File: src/rtl/vga_arb_pkg.sv
// Shared definitions for the VGA plot arbiter.
//   - arb_state_e : arbiter FSM encoding (IDLE = round robin, LOCKED = owner only)
//   - default coordinate/colour widths for the supported adapter resolutions
package vga_arb_pkg;

    typedef enum logic {
        IDLE   = 1'b0,
        LOCKED = 1'b1
    } arb_state_e;

    // 640x480
    localparam int XW_640 = 10;
    localparam int YW_640 = 9;
    // 320x240
    localparam int XW_320 = 9;
    localparam int YW_320 = 8;
    // 160x120
    localparam int XW_160 = 8;
    localparam int YW_160 = 7;

    // Adapter COLOR_DEPTH options
    localparam int CW_HI  = 9;
    localparam int CW_MID = 6;
    localparam int CW_LO  = 3;

endpackage

File: src/rtl/rr_pick.sv
// Combinational round-robin priority picker.
// Searches req starting at ptr+1 (modulo NUM_REQ) and returns the first
// asserted requester.
// Ports:
//   req      in  NUM_REQ  request vector
//   ptr      in  PW       index of the last served requester
//   gnt      out NUM_REQ  one-hot grant (all zero when no request)
//   gnt_idx  out PW       index of the granted requester (0 when none)
//   gnt_vld  out 1        any request present
module rr_pick #(
    parameter int NUM_REQ = 3,
    localparam int PW     = (NUM_REQ > 1) ? $clog2(NUM_REQ) : 1
) (
    input  logic [NUM_REQ-1:0] req,
    input  logic [PW-1:0]      ptr,
    output logic [NUM_REQ-1:0] gnt,
    output logic [PW-1:0]      gnt_idx,
    output logic               gnt_vld
);
    import vga_arb_pkg::*;

    logic [2*NUM_REQ-1:0] req2;
    logic [NUM_REQ-1:0]   rot;
    int                   pos;
    int                   sum;

    always_comb begin
        // Rotate so that bit 0 of rot is requester ptr+1; doubling the
        // vector makes the wrap-around free.
        req2    = {req, req} >> (32'(ptr) + 32'd1);
        rot     = req2[NUM_REQ-1:0];
        pos     = 0;
        // Descending scan leaves pos at the lowest set bit.
        for (int k = NUM_REQ - 1; k >= 0; k--) begin
            if (rot[PW'(k)]) begin
                pos = k;
            end
        end
        gnt_vld = |rot;
        sum     = (32'(ptr) + 1 + pos) % NUM_REQ;
        gnt_idx = gnt_vld ? PW'(sum) : '0;
        gnt     = gnt_vld ? (NUM_REQ'(1) << gnt_idx) : '0;
    end

endmodule

File: src/rtl/vga_plot_arbiter.sv
// Shares the VGA adapter pixel-write port between NUM_REQ drawing engines.
// Round-robin grant per pixel; a requester may lock ownership for a burst of
// at most MAX_BURST pixels. Pixel outputs are registered (1-cycle latency).
// Optional feature: define VGA_ARB_CLIP_EN to drop (consume but not plot)
// pixels with x >= X_MAX or y >= Y_MAX.
// Ports:
//   CLOCK_50   in  1           system clock
//   reset      in  1           synchronous active-high reset
//   req        in  NUM_REQ     per-requester valid
//   req_lock   in  NUM_REQ     keep ownership after the current pixel
//   req_x      in  NUM_REQ*XW  packed x, requester i at [i*XW +: XW]
//   req_y      in  NUM_REQ*YW  packed y
//   req_color  in  NUM_REQ*CW  packed colour
//   ack        out NUM_REQ     combinational one-hot grant
//   owner      out PW          last granted requester
//   VGA_X      out XW          registered pixel x
//   VGA_Y      out YW          registered pixel y
//   VGA_COLOR  out CW          registered pixel colour
//   plot       out 1           registered write strobe
module vga_plot_arbiter
    import vga_arb_pkg::*;
#(
    parameter int NUM_REQ   = 3,
    parameter int XW        = 10,
    parameter int YW        = 9,
    parameter int CW        = 9,
    parameter int MAX_BURST = 64,
    parameter int X_MAX     = 640,
    parameter int Y_MAX     = 480,
    localparam int PW       = (NUM_REQ > 1) ? $clog2(NUM_REQ) : 1
) (
    input  logic                  CLOCK_50,
    input  logic                  reset,
    input  logic [NUM_REQ-1:0]    req,
    input  logic [NUM_REQ-1:0]    req_lock,
    input  logic [NUM_REQ*XW-1:0] req_x,
    input  logic [NUM_REQ*YW-1:0] req_y,
    input  logic [NUM_REQ*CW-1:0] req_color,
    output logic [NUM_REQ-1:0]    ack,
    output logic [PW-1:0]         owner,
    output logic [XW-1:0]         VGA_X,
    output logic [YW-1:0]         VGA_Y,
    output logic [CW-1:0]         VGA_COLOR,
    output logic                  plot
);

    localparam int CNTW = $clog2(MAX_BURST + 1);

`ifdef VGA_ARB_CLIP_EN
    localparam logic CLIP_ON = 1'b1;
`else
    localparam logic CLIP_ON = 1'b0;
`endif

    arb_state_e        state_q, state_d;
    logic [PW-1:0]     ptr_q, ptr_d;
    logic [PW-1:0]     owner_q, owner_d;
    logic [CNTW-1:0]   cnt_q, cnt_d;
    logic [XW-1:0]     x_q, x_d;
    logic [YW-1:0]     y_q, y_d;
    logic [CW-1:0]     color_q, color_d;
    logic              plot_q, plot_d;

    logic [NUM_REQ-1:0] pick_gnt;
    logic [PW-1:0]      pick_idx;
    logic               pick_vld;

    logic [NUM_REQ-1:0] own_mask;
    logic [PW-1:0]      sel;
    logic               xfer;
    logic               lock_sel;
    logic [CNTW-1:0]    cnt_inc;
    logic [XW-1:0]      x_sel;
    logic [YW-1:0]      y_sel;
    logic [CW-1:0]      c_sel;
    logic               in_range;

    rr_pick #(
        .NUM_REQ (NUM_REQ)
    ) u_pick (
        .req     (req),
        .ptr     (ptr_q),
        .gnt     (pick_gnt),
        .gnt_idx (pick_idx),
        .gnt_vld (pick_vld)
    );

    always_comb begin
        state_d  = state_q;
        ptr_d    = ptr_q;
        owner_d  = owner_q;
        cnt_d    = cnt_q;
        x_d      = x_q;
        y_d      = y_q;
        color_d  = color_q;
        plot_d   = 1'b0;
        ack      = '0;
        sel      = owner_q;
        own_mask = NUM_REQ'(1) << owner_q;
        cnt_inc  = cnt_q + CNTW'(1);

        // Grant selection; reset forces a silent cycle.
        if (!reset) begin
            if (state_q == IDLE) begin
                ack = pick_gnt;
                sel = pick_idx;
            end else begin
                ack = own_mask & req;
                sel = owner_q;
            end
        end
        xfer     = |ack;
        lock_sel = |(req_lock & ((state_q == IDLE) ? ack : own_mask));

        x_sel    = XW'(req_x     >> (32'(sel) * XW));
        y_sel    = YW'(req_y     >> (32'(sel) * YW));
        c_sel    = CW'(req_color >> (32'(sel) * CW));
        // Out-of-range pixels are consumed but never reach the adapter.
        in_range = !CLIP_ON || ((32'(x_sel) < X_MAX) && (32'(y_sel) < Y_MAX));

        if (xfer && in_range) begin
            x_d     = x_sel;
            y_d     = y_sel;
            color_d = c_sel;
            plot_d  = 1'b1;
        end

        unique case (state_q)
            IDLE: begin
                if (xfer) begin
                    ptr_d   = sel;
                    owner_d = sel;
                    if (lock_sel && (MAX_BURST > 1)) begin
                        state_d = LOCKED;
                        cnt_d   = CNTW'(1);
                    end
                end
            end
            LOCKED: begin
                if (xfer) begin
                    cnt_d = cnt_inc;
                end
                // ptr already equals owner, so release hands priority onward.
                if (!lock_sel || (xfer && (cnt_inc == CNTW'(MAX_BURST)))) begin
                    state_d = IDLE;
                    cnt_d   = '0;
                end
            end
            default: begin
                state_d = IDLE;
            end
        endcase
    end

    always_ff @(posedge CLOCK_50) begin
        if (reset) begin
            state_q <= IDLE;
            ptr_q   <= PW'(NUM_REQ - 1);
            owner_q <= '0;
            cnt_q   <= '0;
            x_q     <= '0;
            y_q     <= '0;
            color_q <= '0;
            plot_q  <= 1'b0;
        end else begin
            state_q <= state_d;
            ptr_q   <= ptr_d;
            owner_q <= owner_d;
            cnt_q   <= cnt_d;
            x_q     <= x_d;
            y_q     <= y_d;
            color_q <= color_d;
            plot_q  <= plot_d;
        end
    end

    assign owner     = owner_q;
    assign VGA_X     = x_q;
    assign VGA_Y     = y_q;
    assign VGA_COLOR = color_q;
    assign plot      = plot_q;

endmodule

File: config.mk
export PLATFORM = sky130hd
export DESIGN_NAME = vga_plot_arbiter
export DESIGN_NICKNAME = d
export VERILOG_FILES = /design/src/rtl/vga_arb_pkg.sv /design/src/rtl/rr_pick.sv /design/src/rtl/vga_plot_arbiter.sv
export SDC_FILE = /design/constraint.sdc
export NUM_CORES = 1
export LEC_CHECK = 0
export ABC_AREA = 0
export CAP_MARGIN = 20
export CORE_ASPECT_RATIO = 0.6
export CORE_MARGIN = 5
export CORE_UTILIZATION = 39
export CTS_BUF_LIST = sky130_fd_sc_hd__clkbuf_4
export DETAILED_ROUTE_END_ITERATION = 16
export PLACE_DENSITY = 0.9
export SYNTH_ARGS = -nofsm -noshare
export SYNTH_HDL_FRONTEND = slang
export SYNTH_SLANG_ARGS = --single-unit
export TNS_END_PERCENT = 50
File: constraint.sdc
create_clock -name CLOCK_50 -period 4.8 [get_ports CLOCK_50]
set_input_delay 0.96 -clock CLOCK_50 [delete_from_list [all_inputs] [get_ports CLOCK_50]]
set_output_delay 0.96 -clock CLOCK_50 [all_outputs]
set_load 0.02 [all_outputs]
==> impl_metrics.env <==
export IMPL_overflow=0
export IMPL_clk_path_buf_depth=2
export IMPL_h_tree_depth=2
export IMPL_slowest_stage="or3_4"
export IMPL_clock_latency_ns=0.35
export IMPL_crit_fanout=3
export IMPL_seq_area_um2=800.8
export IMPL_drc=0
export IMPL_die_h_um=74.27
export IMPL_tns_ns=-4.448
export IMPL_grt_usage_pct=24.90
export IMPL_critPathCaptureType="primary output"
export IMPL_synth_edff_count=0
export IMPL_final_setup_worst_slack_ns=-0.5412
export IMPL_hold_viol=0
export IMPL_synthArstFlopShare_pct=0
export IMPL_critPathRequiredTime_ns=3.84
export IMPL_cts_buffers=5
export IMPL_post_drt_wl_per_cell_um=20.51
export IMPL_rows=23
export IMPL_n_fill_cell=448
export IMPL_gr_usage_met3_pct=9.268
export IMPL_viasPerCell=5.758
export IMPL_setup_violations=42
export IMPL_syn_area_um2=2685
export IMPL_pre_cts_ws_ns=-1.337
export IMPL_hold_path_class="register to register"
export IMPL_fmaxAchievable_mhz=187.2
export IMPL_cpPeakStageDelay_ns=0.40
export IMPL_post_route_period_util_pct=111.3
export IMPL_fin_nets=580
export IMPL_met1_usage_pct=29.57
export IMPL_grt_busiest_layer="met2"
export IMPL_post_route_min_period_ns=5.341
export IMPL_maxCapViolations=0
export IMPL_multiInputGateArea_um2=2138
export IMPL_drtPass1Iterations=4
export IMPL_tightest_slew_ns=0.7809
export IMPL_cts_sinks=40
export IMPL_die_area_um2=8699
export IMPL_drt_wl_total_mm=11.63
export IMPL_synth_seq_cells=40
export IMPL_seq_area_frac_synth_pct=29.82
export IMPL_pin_count=126
export IMPL_synthFlopType="dfxtp_1"
export IMPL_crit_top_cell="buf_4"
export IMPL_drive_above_1_share_pct=34.79
export IMPL_cp_start_kind="input pin"
export IMPL_synth_distinct_cells=59
export IMPL_path_cells="buf_6, nor2b_4, nor2b_4, a311oi_2, a21oi_2, buf_4, buf_4, buf_4, buf_4, ha_1, and4b_1, buf_4, nor3_4, a2bb2oi_2, ha_2, a21o_1, and4bb_4, or3_4, a21oi_4, buf_6"
export IMPL_clkTransAtPathRegs_ns=0.14
export IMPL_diodes=0
export IMPL_violations="setup timing"
export IMPL_numPortBuffers=125
export IMPL_vias=3265
export IMPL_start_util_pct=40.22
export IMPL_antenna_found_initial=0
export IMPL_crit_arrival_ns=4.38
export IMPL_root_buffer="clkbuf_4"
export IMPL_crit_type="input pin to primary output"
export IMPL_first_iter_violations=134
export IMPL_ant_nets=0
export IMPL_slew_headroom_pct=47.46
export IMPL_drv_slew=0
export IMPL_rsz0062_at_grt="true"
export IMPL_core_area_um2=6676
export IMPL_final_setup_skew_ns=0.008150
export IMPL_areaGrowthSynthToFinish_pct=87.93
export IMPL_yosysWarnings=0
export IMPL_hpwlAfterDp_mm=7.332
export IMPL_cts_hold_buf=0
export IMPL_place_congestion=0.8404
export IMPL_avgSynthCellArea_um2=8.690
export IMPL_die_x_um=117.1
export IMPL_grt_max_degree=32
export IMPL_syn_inst=309
export IMPL_synth_net_count=410
export IMPL_postLayoutCoreUtil_pct=75.58
export IMPL_grt_pass1_vias=3419
export IMPL_grt_first_pass_wirelength_mm=16.83
export IMPL_cts_tree="yes"
export IMPL_status="finished, violations left"
export IMPL_grt_met2_usage_pct=41.59
==> cells by family after synthesis <==
kind of cell | share of synthesized area, %
and+or+nand+nor | 18.03
buffers and inverters | 5.312
muxes | 14.63
DFF | 29.82
adders and majority gates | 4.474
xor gates and xnor gates | 0.6525
AOI/OAI and AO/OA | 27.07
==> worst paths after layout <==
path	start	end	slack [ns]	depth (start not counted)
worst max-delay path	req[2]	ack[1]	-0.54	20
worst min-delay path	VGA_Y[7]$_SDFFE_PP0P_	VGA_Y[7]$_SDFFE_PP0P_	0.51	2
worst max register to register	ptr_q[1]$_SDFFE_PP1P_	VGA_COLOR[2]$_SDFFE_PP0P_	0.09	23
worst min register to register	VGA_Y[7]$_SDFFE_PP0P_	VGA_Y[7]$_SDFFE_PP0P_	0.51	2
==> flip-flops by register name, summed over array words and instances, names as in the netlist <==
register / cells
VGA_X: 10
VGA_COLOR: 9
VGA_Y: 9
cnt_q: 7
ptr_q: 2
owner: 1
plot: 1
state_q: 1
==> routing by layer <==
layer	up-vias	share of wire (%)	routed length [um]
met5	-	0	0
met4	0	3.2	370
met3	32	9.3	1083
met2	159	48	5562
met1	1563	40	4612
li1	1511	-	-
==> worst max-delay path, delay by kind of cell <==
kind / cells / cell delay, ns
simple gates: 6 / 1.31
buf+inv: 7 / 0.90
compound gates: 5 / 0.81
fa+ha+maj: 2 / 0.40
==> synthesized netlist by cell type, drive strengths merged (3+ instances only) <==
| cell type | number | area (um2) |
|---|---|---|
| nor2 | 42 | 162.6 |
| mux2i | 4 | 40.04 |
| a211oi | 3 | 47.55 |
| a221oi | 28 | 245.2 |
| ha | 8 | 100.1 |
| a21oi | 7 | 38.79 |
| nand2 | 14 | 55.06 |
| nor4 | 3 | 18.77 |
| a21o | 3 | 22.52 |
| mux2 | 31 | 352.8 |
| nand3 | 5 | 25.02 |
| inv | 6 | 22.52 |
| nor2b | 4 | 25.02 |
| or2 | 3 | 18.77 |
| o21ai | 40 | 200.2 |
| clkbuf | 15 | 56.30 |
| buf | 10 | 63.81 |
| dfxtp | 40 | 800.8 |
| nor3 | 6 | 40.04 |
==> timing repair <==
item	CTS	global route
resized for setup	73	66
endpoints found under the setup margin	43	43
pin swaps	15	22
cloned	3	1
setup buffers	12	9
==> cells in the final DEF (no fill, tap or decap), types with 5 or more instances in the layout <==
master	n
a221oi_1	6
a221oi_2	22
buf_4	39
buf_6	18
clkbuf_4	5
clkdlybuf4s50_1	119
dfxtp_1	40
mux2_1	6
mux2_2	13
mux2_4	12
nand2_1	13
nand3_1	5
nor2_1	38
o21ai_0	12
o21ai_1	25
==> area by class of cell <==
class	instances	area share [%]
multi-input cells	239	42.38
flip-flops and latches	40	15.87
repair buffers	187	37.39
clock inverters	3	0.9174
clock buffers	5	0.7439
well taps	87	2.157
inverters	6	0.5455
==> through the flow <==
step           instances  hold slack [ns]  cell area [um2]
4_1_cts              558           0.5149             4712
5_1_grt              567           0.5540             5046
3_3_place_gp         535           0.4750             4322
3_5_place_dp         535           0.4956             4322
2_1_floorplan        309           0.4825             2775
6_report             567           0.5147             5046
Power is not shown: default switching activity piles up to over one toggle a cycle in this logic, so the estimate is an artifact.
